**src/rtl/alu_issue_wb.sv**
```systemverilog
// Operand-fetch and writeback stage wrapped around an external 32-bit ALU.
// Owns an 8-entry register file, issues one register-register instruction
// every four cycles, and writes the ALU result back to the destination.
//
// state | meaning
// ------+---------------------------------------------------------------
// IDLE  | waiting for an instruction; preload port is active here
// FETCH | read R[rs]/R[rt] into the ALU operand registers
// EXEC  | ALU settles; result (and carry for ADD/SUB) sampled at edge
// WB    | wb_valid pulse, R[rd] written at the end of the cycle
module alu_issue_wb #(
    parameter int N    = 32,
    parameter int REGS = 8
) (
    input  logic         clk,
    input  logic         rst,
    input  logic         instr_valid,
    output logic         instr_ready,
    input  logic [15:0]  instr,
    input  logic         ld_en,
    input  logic [2:0]   ld_addr,
    input  logic [N-1:0] ld_data,
    input  logic [2:0]   dbg_addr,
    output logic [N-1:0] dbg_data,
    output logic [N-1:0] alu_a,
    output logic [N-1:0] alu_b,
    output logic         alu_c_in,
    output logic [2:0]   alu_op,
    input  logic [N-1:0] alu_result,
    input  logic         alu_c_out,
    output logic         wb_valid,
    output logic [2:0]   wb_addr,
    output logic [N-1:0] wb_data,
    output logic         carry_flag,
    output logic         illegal_op,
    output logic         busy
);

    localparam logic [2:0] OP_ADD = 3'b010;
    localparam logic [2:0] OP_SUB = 3'b011;
    localparam logic [2:0] OP_ILL = 3'b111;

    typedef enum logic [1:0] {
        S_IDLE  = 2'd0,
        S_FETCH = 2'd1,
        S_EXEC  = 2'd2,
        S_WB    = 2'd3
    } state_t;

    state_t       state_q;
    state_t       state_d;
    logic         accept;
    logic         accept_ill;
    logic [2:0]   op_q;
    logic [2:0]   rd_q;
    logic [2:0]   rs_q;
    logic [2:0]   rt_q;
    logic [N-1:0] result_q;
    logic [N-1:0] regs [REGS];
    logic         unused_instr_bits;

    // Low instruction bits carry no meaning for this stage.
    assign unused_instr_bits = ^instr[3:0];

    // Preload has priority over issue, so the handshake is closed while ld_en is high.
    assign instr_ready = (state_q == S_IDLE) && !ld_en;
    assign accept      = instr_valid && instr_ready;
    assign accept_ill  = accept && (instr[15:13] == OP_ILL);
    assign busy        = (state_q != S_IDLE);

    assign wb_valid    = (state_q == S_WB);
    assign wb_addr     = wb_valid ? rd_q : 3'd0;
    assign wb_data     = wb_valid ? result_q : '0;

    assign dbg_data    = (dbg_addr == 3'd0) ? '0 : regs[dbg_addr];

    // State register.
    always_ff @(posedge clk) begin
        if (rst) begin
            state_q <= S_IDLE;
        end else begin
            state_q <= state_d;
        end
    end

    // Next-state logic; illegal ops are dropped without leaving IDLE.
    always_comb begin
        state_d = state_q;
        case (state_q)
            S_IDLE:  if (accept && !accept_ill) state_d = S_FETCH;
            S_FETCH: state_d = S_EXEC;
            S_EXEC:  state_d = S_WB;
            S_WB:    state_d = S_IDLE;
            default: state_d = S_IDLE;
        endcase
    end

    // Latch instruction fields on accept and flag illegal ops for one cycle.
    always_ff @(posedge clk) begin
        if (rst) begin
            op_q       <= 3'd0;
            rd_q       <= 3'd0;
            rs_q       <= 3'd0;
            rt_q       <= 3'd0;
            illegal_op <= 1'b0;
        end else begin
            illegal_op <= accept_ill;
            if (accept) begin
                op_q <= instr[15:13];
                rd_q <= instr[12:10];
                rs_q <= instr[9:7];
                rt_q <= instr[6:4];
            end
        end
    end

    // Operand registers feeding the ALU; held from EXEC through WB until the next FETCH.
    always_ff @(posedge clk) begin
        if (rst) begin
            alu_a    <= '0;
            alu_b    <= '0;
            alu_op   <= 3'd0;
            alu_c_in <= 1'b0;
        end else if (state_q == S_FETCH) begin
            alu_a    <= regs[rs_q];
            alu_b    <= regs[rt_q];
            alu_op   <= op_q;
            alu_c_in <= (op_q == OP_SUB);
        end
    end

    // Capture the ALU result, and the carry only for arithmetic ops.
    always_ff @(posedge clk) begin
        if (rst) begin
            result_q   <= '0;
            carry_flag <= 1'b0;
        end else if (state_q == S_EXEC) begin
            result_q <= alu_result;
            if (op_q == OP_ADD || op_q == OP_SUB) begin
                carry_flag <= alu_c_out;
            end
        end
    end

    // Register file: preload in IDLE, writeback at the end of WB; R0 is never written.
    always_ff @(posedge clk) begin
        if (rst) begin
            for (int i = 0; i < REGS; i++) begin
                regs[i] <= '0;
            end
        end else if (state_q == S_IDLE && ld_en) begin
            if (ld_addr != 3'd0) regs[ld_addr] <= ld_data;
        end else if (state_q == S_WB) begin
            if (rd_q != 3'd0) regs[rd_q] <= result_q;
        end
    end

endmodule

```
**config.mk**
```make
export PLATFORM = sky130hd
export DESIGN_NAME = alu_issue_wb
export DESIGN_NICKNAME = d
export VERILOG_FILES = /design/src/rtl/alu_issue_wb.sv
export SDC_FILE = /design/constraint.sdc
export NUM_CORES = 1
export LEC_CHECK = 0
export BUFFER_PORTS_ARGS = -buffer_cell sky130_fd_sc_hd__clkbuf_2
export CORE_MARGIN = 3
export CORE_UTILIZATION = 61
export CTS_BUF_LIST = sky130_fd_sc_hd__clkbuf_16
export DETAILED_ROUTE_END_ITERATION = 12
export HOLD_SLACK_MARGIN = 0.08
export PLACE_DENSITY = 0.87
export SYNTH_ARGS = -nofsm -noshare
export SYNTH_HDL_FRONTEND = slang
export SYNTH_SLANG_ARGS = --single-unit
```
**constraint.sdc**
```tcl
create_clock -name clk -period 4.7 [get_ports clk]
set_input_delay 0.235 -clock clk [delete_from_list [all_inputs] [get_ports clk]]
set_output_delay 0.235 -clock clk [all_outputs]
set_load 0.01 [all_outputs]
```
==> Flow_metrics.wiki, run 1 <==
{| class="wikitable"
! Metric !! Value
|-
| Post-synth EDFFs || 256
|-
| Buffers on Ports || 226
|-
| Cell area after synthesis || 18900 um^2
|-
| Count of non-filler cells in the finished layout || 2100
|-
| Chip width || 182 um
|-
| Clk_lat worst skew || 540 ps
|-
| Post-synthesis async set-or-reset flop share || 0
|-
| Number of DRC violations after detailed routing || 0
|-
| Reg power frac || 0.457
|-
| Post-route minimum period || 3260 ps
|-
| Count of boundary I/O pins || 231
|-
| Commonest cells after routing, fill and taps aside || sky130_fd_sc_hd__nor2_1 (316), sky130_fd_sc_hd__edfxtp_1 (256), sky130_fd_sc_hd__clkbuf_2 (223)
|-
| Critical path endpoint || regs[1][5]$_SDFFCE_PN0P_
|-
| First element of the critical path || state_q[0]$_SDFFE_PP0P_
|-
| Transition time at the pin with the least slew margin || 1230 ps
|-
| CP Max Fanout || 33
|-
| Max-cap violation count || 0
|-
| Min-delay worst type || in -> reg
|-
| Cells after Synth || 1437
|-
| H-tree Lvls || 2
|-
| Clock power share || 0.291
|-
| Compound-cell area share of the yosys netlist || 0.0526
|-
| Launch instance of the worst register-to-register path || state_q[0]$_SDFFE_PP0P_
|-
| Main combinational cell family by area after synthesis || multiplexers
|-
| Number of filler cells placed in the layout || 1845
|-
| Placement-stage worst setup slack || 1500 ps
|-
| VDD IR-drop max || 409 uV
|-
| Sw Ratio || 0.321
|-
| Post-cts gate resize count || 0
|-
| Most common cell after layout, fill and taps aside || sky130_fd_sc_hd__nor2_1
|-
| Area of all sequential standard cells || 10000 um^2
|-
| Maximum buffer depth of the clock tree || 3
|-
| Count of cells along the worst hold path || 3
|-
| Xor/xnor cell area share of the yosys netlist || 0
|-
| Initial antenna violation count || 1
|-
| Net count of the finished layout || 1776
|-
| Worst EP required || 4720 ps
|-
| Total via count in the routed design || 14398
|-
| Internal || 6.60 mW
|-
| Depth of the worst register-to-register path || 7
|-
| Post-Synthesis Mean Instance Area || 13.2 um^2
|-
| Ranking of synthesized cells by area || sky130_fd_sc_hd__edfxtp_1 (41%), sky130_fd_sc_hd__mux4_2 (19%), sky130_fd_sc_hd__dfxtp_1 (12%)
|-
| Area of the die || 33200 um^2
|-
| Status || complete, no violations
|-
| Via count of the first global-routing pass || 14799
|-
| Number of placed instances, taps included || 1984
|-
| Max Transition Viols Final || 0
|-
| Overflow left after global routing || 0
|-
| Wire per inst || 26.8 um
|-
| Maximum number of pins on one net before global-route repair || 100
|-
| Final Setup Violations || 0
|-
| Routed via count divided by cell count || 6.86
|-
| Smallest setup slack after layout || 1440 ps
|-
| Flip-flop cell with the highest count after synthesis || sky130_fd_sc_hd__edfxtp_1
|-
| Static leakage || 8.07 nW
|-
| Half-perimeter wire length after detailed placement || 31200 um
|-
| Top routing layer in use || met4
|-
| Cell accounting for the most synthesized area || sky130_fd_sc_hd__edfxtp_1
|-
| Final weighted congestion in routability-driven placement || 0.843
|-
| Root buffer selected by CTS || sky130_fd_sc_hd__clkbuf_16
|-
| Relative contribution of combinational cells to total power || 0.251
|-
| Net Sw Power || 3.12 mW
|-
| Cell variety after synth || 47
|-
| Unrepaired setup endpoints after global routing || false
|-
| Total Routed Length || 56300 um
|-
| Area growth from synthesis to layout || 15.8%
|-
| Clock tree from TritonCTS || yes
|-
| Relative max-transition margin || 0.180
|-
| DRT met1 WL || 18700 um
|-
| Number of failing hold endpoints at the final stage || 0
|-
| Pwr per Cell Area || 443 nW/um^2
|-
| Worst R2R End || regs[1][5]$_SDFFCE_PN0P_
|-
| Register-to-register setup slack || 1440 ps
|-
| Sequential area share after synthesis || 0.528
|-
| Post-synthesis mux area share || 0.265
|-
| Number of cell rows || 63
|-
| Number of detailed-routing iterations run before antenna repair || 6
|-
| Synthesis warning total || 0
|-
| Worst Setup End Kind || register
|-
| Startpoint type of the worst setup path || register
|-
| Area of the core region || 30100 um^2
|-
| Height of the die || 182 um
|-
| Fraction of synthesized cell area taken by the top area cell type || 0.406
|-
| Clock-pin slew on the worst setup and hold paths || 60 ps
|-
| Share of the clock period used by the worst path || 0.693
|-
| Antenna viol nets, final || 0
|-
| Cts bufs inserted || 39
|-
| Starting density of the core || 0.629
|-
| Aggregate global-route resource usage || 0.334
|-
| Detail Route met2 WL || 26600 um
|-
| CTS Sinks || 372
|-
| Global-route wire length before repair || 85300 um
|-
| Synth Register Bits || 372
|-
| Setup clock skew after layout || 23.0 ps
|-
| Length of routed met3 wiring || 8530 um
|-
| Arrival time at the worst endpoint || 3270 ps
|-
| Antenna Diode Count || 0
|-
| FMAX || 307 MHz
|-
| Setup Total Neg Slack || 0 ps
|-
| Area of the multi-input gates || 8500 um^2
|-
| Starting DRT DRC Count || 2447
|-
| Category of the critical setup timing path || reg -> reg
|-
| Share of final-layout standard cells stronger than drive strength 1 || 0.328
|-
| Post-Synth Adder-Cell Area || 0.00330
|-
| Simple-Gate Fraction of Synth Area || 0.118
|}
==> how the worst min path moves through the flow <==
stage,start,to,slack (ps)
finish,ld_data[5],regs[6][5]$_SDFFCE_PN0P_,100
floorplan,instr[10],rd_q[0]$_SDFFE_PP0P_,370
global route,ld_data[11],regs[6][11]$_SDFFCE_PN0P_,110
global placement,carry_flag$_SDFFE_PP0P_,carry_flag$_SDFFE_PP0P_,450
CTS,ld_data[5],regs[6][5]$_SDFFCE_PN0P_,100
detailed placement,carry_flag$_SDFFE_PP0P_,carry_flag$_SDFFE_PP0P_,460
==> metrics by stage <==
| stage | total power [mW] | cell area, um^2 | hold slack, ps | utilization |
|---|---|---|---|---|
| 2_1_floorplan | 5.93 | 19100 | 371 | - |
| 3_3_place_gp | 6.73 | 20300 | 449 | 0.675 |
| 3_5_place_dp | 6.83 | 20300 | 459 | 0.675 |
| 4_1_cts | 9.65 | 21900 | 103 | 0.729 |
| 5_1_grt | 10.1 | 21900 | 114 | 0.729 |
| 6_report | 9.72 | 21900 | 103 | 0.729 |
==> state kept, by name (all words and copies together), names as in the netlist, 3 cells and up <==
| name | count |
|---|---|
| regs | 256 |
| alu_a | 32 |
| alu_b | 32 |
| result_q | 32 |
| alu_op | 3 |
| op_q | 3 |
| rd_q | 3 |
| rs_q | 3 |
| rt_q | 3 |
==> cells by family after synthesis <==
group,count (synthesis)
AO/OA/AOI/OAI,154
adder cells (fa/ha/maj),5
AND/OR/NAND/NOR,519
other,1
multiplexers,260
flip-flops,372
buffers and inverters,126
==> what timing repair did <==
action	4_1_cts	5_1_grt
endpoints found under the setup margin	0	0
hold buffers	45	0
setup buffers	0	0
hold endpoints to repair	45	0
==> power groups by stage <==
stage | sequential [mW] | combinational (mW) | clock (mW)
after floorplan | 4.39 | 1.54 | 0
after global routing | 4.50 | 2.60 | 2.97
after CTS | 4.43 | 2.39 | 2.83
after global placement | 4.44 | 2.29 | 0
final | 4.45 | 2.44 | 2.83
after detailed placement | 4.49 | 2.34 | 0
==> per-layer routing <==
metal,global-route usage,vias up
met2,0.530,1390
li1,-,5887
met5,0,-
met1,0.433,6895
met3,0.0971,226
met4,0.148,0
==> final cells by class <==
| class | instances | area share |
|---|---|---|
| Sequential cell | 372 | 0.457 |
| Multi-Input combinational cell | 970 | 0.387 |
| Timing Repair Buffer | 293 | 0.0801 |
| Clock buffer | 41 | 0.0468 |
| Tap cell | 390 | 0.0222 |
| Clock inverter | 30 | 0.00582 |
| Inverter | 4 | 0.000684 |
==> Yosys cell counts (2+ instances only) <==
| master | count |
|---|---|
| sky130_fd_sc_hd__a211oi_1 | 2 |
| sky130_fd_sc_hd__a21oi_1 | 15 |
| sky130_fd_sc_hd__a22oi_1 | 31 |
| sky130_fd_sc_hd__and2_1 | 36 |
| sky130_fd_sc_hd__buf_1 | 15 |
| sky130_fd_sc_hd__buf_12 | 3 |
| sky130_fd_sc_hd__buf_2 | 23 |
| sky130_fd_sc_hd__buf_4 | 11 |
| sky130_fd_sc_hd__buf_6 | 4 |
| sky130_fd_sc_hd__clkbuf_1 | 66 |
| sky130_fd_sc_hd__dfxtp_1 | 116 |
| sky130_fd_sc_hd__edfxtp_1 | 256 |
| sky130_fd_sc_hd__ha_1 | 5 |
| sky130_fd_sc_hd__inv_1 | 4 |
| sky130_fd_sc_hd__mux2_2 | 31 |
| sky130_fd_sc_hd__mux2i_1 | 39 |
| sky130_fd_sc_hd__mux2i_4 | 30 |
| sky130_fd_sc_hd__mux4_2 | 160 |
| sky130_fd_sc_hd__nand2_1 | 63 |
| sky130_fd_sc_hd__nand2b_1 | 9 |
| sky130_fd_sc_hd__nand3_1 | 5 |
| sky130_fd_sc_hd__nor2_1 | 316 |
| sky130_fd_sc_hd__nor2_2 | 14 |
| sky130_fd_sc_hd__nor2b_1 | 3 |
| sky130_fd_sc_hd__nor3_1 | 64 |
| sky130_fd_sc_hd__o21ai_0 | 32 |
| sky130_fd_sc_hd__o22ai_1 | 64 |
==> worst max-delay path, stage by stage, from the launching register on <==
cell and delay [ps]:
sky130_fd_sc_hd__dfxtp_1 420, sky130_fd_sc_hd__inv_1 120, sky130_fd_sc_hd__ha_1 320, sky130_fd_sc_hd__and4b_1 330, sky130_fd_sc_hd__a32o_1 240, sky130_fd_sc_hd__nand2_2 60, sky130_fd_sc_hd__buf_4 450, sky130_fd_sc_hd__nand2b_2 760
Power figures use the tool's default switching activity.
==> run 2: changes to the inputs <==
Settings changed: CORE_UTILIZATION 61 to 53, PLACE_DENSITY 0.87 to 0.81.
Clock period 4.7 ns to 2.7 ns, I/O delays scaled along.
==> run 2 against run 1 <==
Via count decreased by 0.63%. Count of clock-buffer cells in the layout unchanged. Worst setup slack worse by 1200 ps. Sequential share of layout area fell by 1.9 points. Clock skew decreased by 9.5 ps. Global-route usage fell by 4.2 points. Combinational power grew 90%. Wire length about the same. Hold slack gained 26 ps. Clock power up 82%. Non-clock buffer count is 68 higher. Critical path type unchanged.
==> Flow_metrics.wiki, run 2 (synthesis gave the netlist of run 1 again) <==
{| class="wikitable"
! Metric !! Value
|-
| VDD IR-drop max || 491 uV
|-
| Final worst hold slack || 128 ps
|-
| CTS Sinks || 372
|-
| Clk_lat worst skew || 530 ps
|-
| Critical hold path startpoint || ld_data[31]
|-
| Most common cell after layout, fill and taps aside || sky130_fd_sc_hd__nor2_1
|-
| Arrival time at the worst endpoint || 2640 ps
|-
| Via count of the first global-routing pass || 14848
|-
| Count of boundary I/O pins || 231
|-
| Half-perimeter wire length after detailed placement || 33300 um
|-
| Depth of the worst register-to-register path || 7
|-
| Max Transition Viols Final || 0
|-
| Post-route minimum period || 2440 ps
|-
| Static leakage || 8.45 nW
|-
| Number of flip-flops under the largest register name || 256
|-
| Area of the core region || 34900 um^2
|-
| Total Routed Length || 56300 um
|-
| FMAX || 410 MHz
|-
| Max-cap violation count || 0
|-
| Net count of the finished layout || 1845
|-
| Min-delay worst type || in -> reg
|-
| Antenna viol nets, final || 0
|-
| Setup clock skew after layout || 13.5 ps
|-
| Worst Setup End Kind || register
|-
| Area of the die || 38100 um^2
|-
| Unrepaired setup endpoints after global routing || false
|-
| Number of failing hold endpoints at the final stage || 0
|-
| Clock-pin slew on the worst setup and hold paths || 60 ps
|-
| H-tree Lvls || 2
|-
| Number of cell rows || 68
|-
| PnR Total Power || 17.3 mW
|-
| Overflow left after global routing || 0
|-
| Initial antenna violation count || 0
|-
| Area growth from synthesis to layout || 20.7%
|-
| Register containing the most flip-flops in the final layout || regs
|-
| Setup Total Neg Slack || 0 ps
|-
| Commonest cells after routing, fill and taps aside || sky130_fd_sc_hd__nor2_1 (316), sky130_fd_sc_hd__edfxtp_1 (256), sky130_fd_sc_hd__clkbuf_2 (223)
|-
| Maximum buffer depth of the clock tree || 3
|-
| Category of the critical setup timing path || reg -> reg
|-
| CP Max Fanout || 17
|-
| Startpoint type of the worst setup path || register
|-
| Register-to-register setup slack || 260 ps
|-
| Post-cts gate resize count || 0
|-
| Transition time at the pin with the least slew margin || 1120 ps
|-
| Number of DRC violations after detailed routing || 0
|-
| Launch instance of the worst register-to-register path || state_q[0]$_SDFFE_PP0P_
|-
| Cts bufs inserted || 40
|-
| Global-route wire length before repair || 85500 um
|-
| Final Setup Violations || 0
|-
| Wire per inst || 25.2 um
|-
| Pwr per Cell Area || 757 nW/um^2
|-
| Worst R2R End || regs[5][17]$_SDFFCE_PN0P_
|-
| Hold buffer count at cts || 76
|-
| Starting DRT DRC Count || 1634
|-
| Share of the clock period used by the worst path || 0.904
|-
| Share of final-layout standard cells stronger than drive strength 1 || 0.337
|-
| Antenna Diode Count || 0
|-
| Clock tree from TritonCTS || yes
|-
| Buffers on Ports || 226
|-
| Aggregate global-route resource usage || 0.292
|-
| Buffers inserted during post-CTS setup optimization || 0
|-
| Maximum number of pins on one net before global-route repair || 93
|-
| Chip width || 195 um
|-
| Starting density of the core || 0.543
|-
| Status || complete, no violations
|-
| Total via count in the routed design || 14307
|-
| Worst EP required || 2900 ps
|-
| Final weighted congestion in routability-driven placement || 0.809
|-
| Height of the die || 195 um
|-
| Relative max-transition margin || 0.255
|-
| Number of detailed-routing iterations run before antenna repair || 5
|-
| Root buffer selected by CTS || sky130_fd_sc_hd__clkbuf_16
|-
| Routed via count divided by cell count || 6.40
|-
| Worst Hold End || regs[5][31]$_SDFFCE_PN0P_
|-
| Count of cells along the worst hold path || 4
|}
==> run 2: cell types whose count changed in the layout (fill, tap and decap cells not counted), sizes merged <==
cell / delta
buf: +37
bufinv: +2
clkinv: +6
clkinvlp: +1
dlygate4sd3: +31
inv: -8
==> run 2: how the worst max path moves through the flow <==
stage	start	to	slack [ps]	cells past startpoint
5_1_grt	state_q[0]$_SDFFE_PP0P_	regs[5][0]$_SDFFCE_PN0P_	130	6
2_1_floorplan	state_q[0]$_SDFFE_PP0P_	regs[2][0]$_SDFFCE_PN0P_	10	6
6_report	state_q[0]$_SDFFE_PP0P_	regs[5][17]$_SDFFCE_PN0P_	260	7
3_3_place_gp	state_q[0]$_SDFFE_PP0P_	regs[2][19]$_SDFFCE_PN0P_	350	7
4_1_cts	state_q[1]$_SDFFE_PP0P_	regs[5][18]$_SDFFCE_PN0P_	260	7
3_5_place_dp	state_q[0]$_SDFFE_PP0P_	regs[5][17]$_SDFFCE_PN0P_	270	7
==> run 2: layer usage <==
layer  wire, um  GRT usage
met1      19500      0.371
met2      26700      0.477
met3       7300     0.0723
met4       2730      0.136
met5          0          0
==> run 2: area by class of cell <==
type | count | area (um^2)
fillers | 2423 | 12000
flip-flops and latches | 372 | 10000
multi-input cells | 970 | 8490
repair buffers | 361 | 2550
clock buffers | 41 | 1030
well taps | 455 | 569
clock inverters | 31 | 189
inverters | 4 | 15.0
==> run 2: through the flow <==
stage | cell area [um^2] | cells | setup slack [ps] | utilization
floorplan | 19100 | 1468 | 11.1 | -
global placement | 20900 | 2086 | 355 | 0.599
detailed placement | 20900 | 2086 | 271 | 0.599
CTS | 22900 | 2234 | 256 | 0.655
global route | 22900 | 2234 | 130 | 0.655
finish | 22900 | 2234 | 260 | 0.655
==> run 2: worst max-delay path: stages (launching register included) <==
cell                       delay, ps
sky130_fd_sc_hd__dfxtp_1         360
sky130_fd_sc_hd__inv_1           130
sky130_fd_sc_hd__ha_1            320
sky130_fd_sc_hd__and4b_1         390
sky130_fd_sc_hd__nor2_1          140
sky130_fd_sc_hd__o31a_2          350
sky130_fd_sc_hd__nand2b_2         80
sky130_fd_sc_hd__buf_4           320
==> run 2: power breakdown <==
part / leakage, nW / internal [mW] / switching [mW]
combinational: 4.25 / 1.99 / 2.64
sequential: 3.58 / 6.93 / 0.608
clock: 0.617 / 2.94 / 2.20
total: 8.45 / 11.9 / 5.46
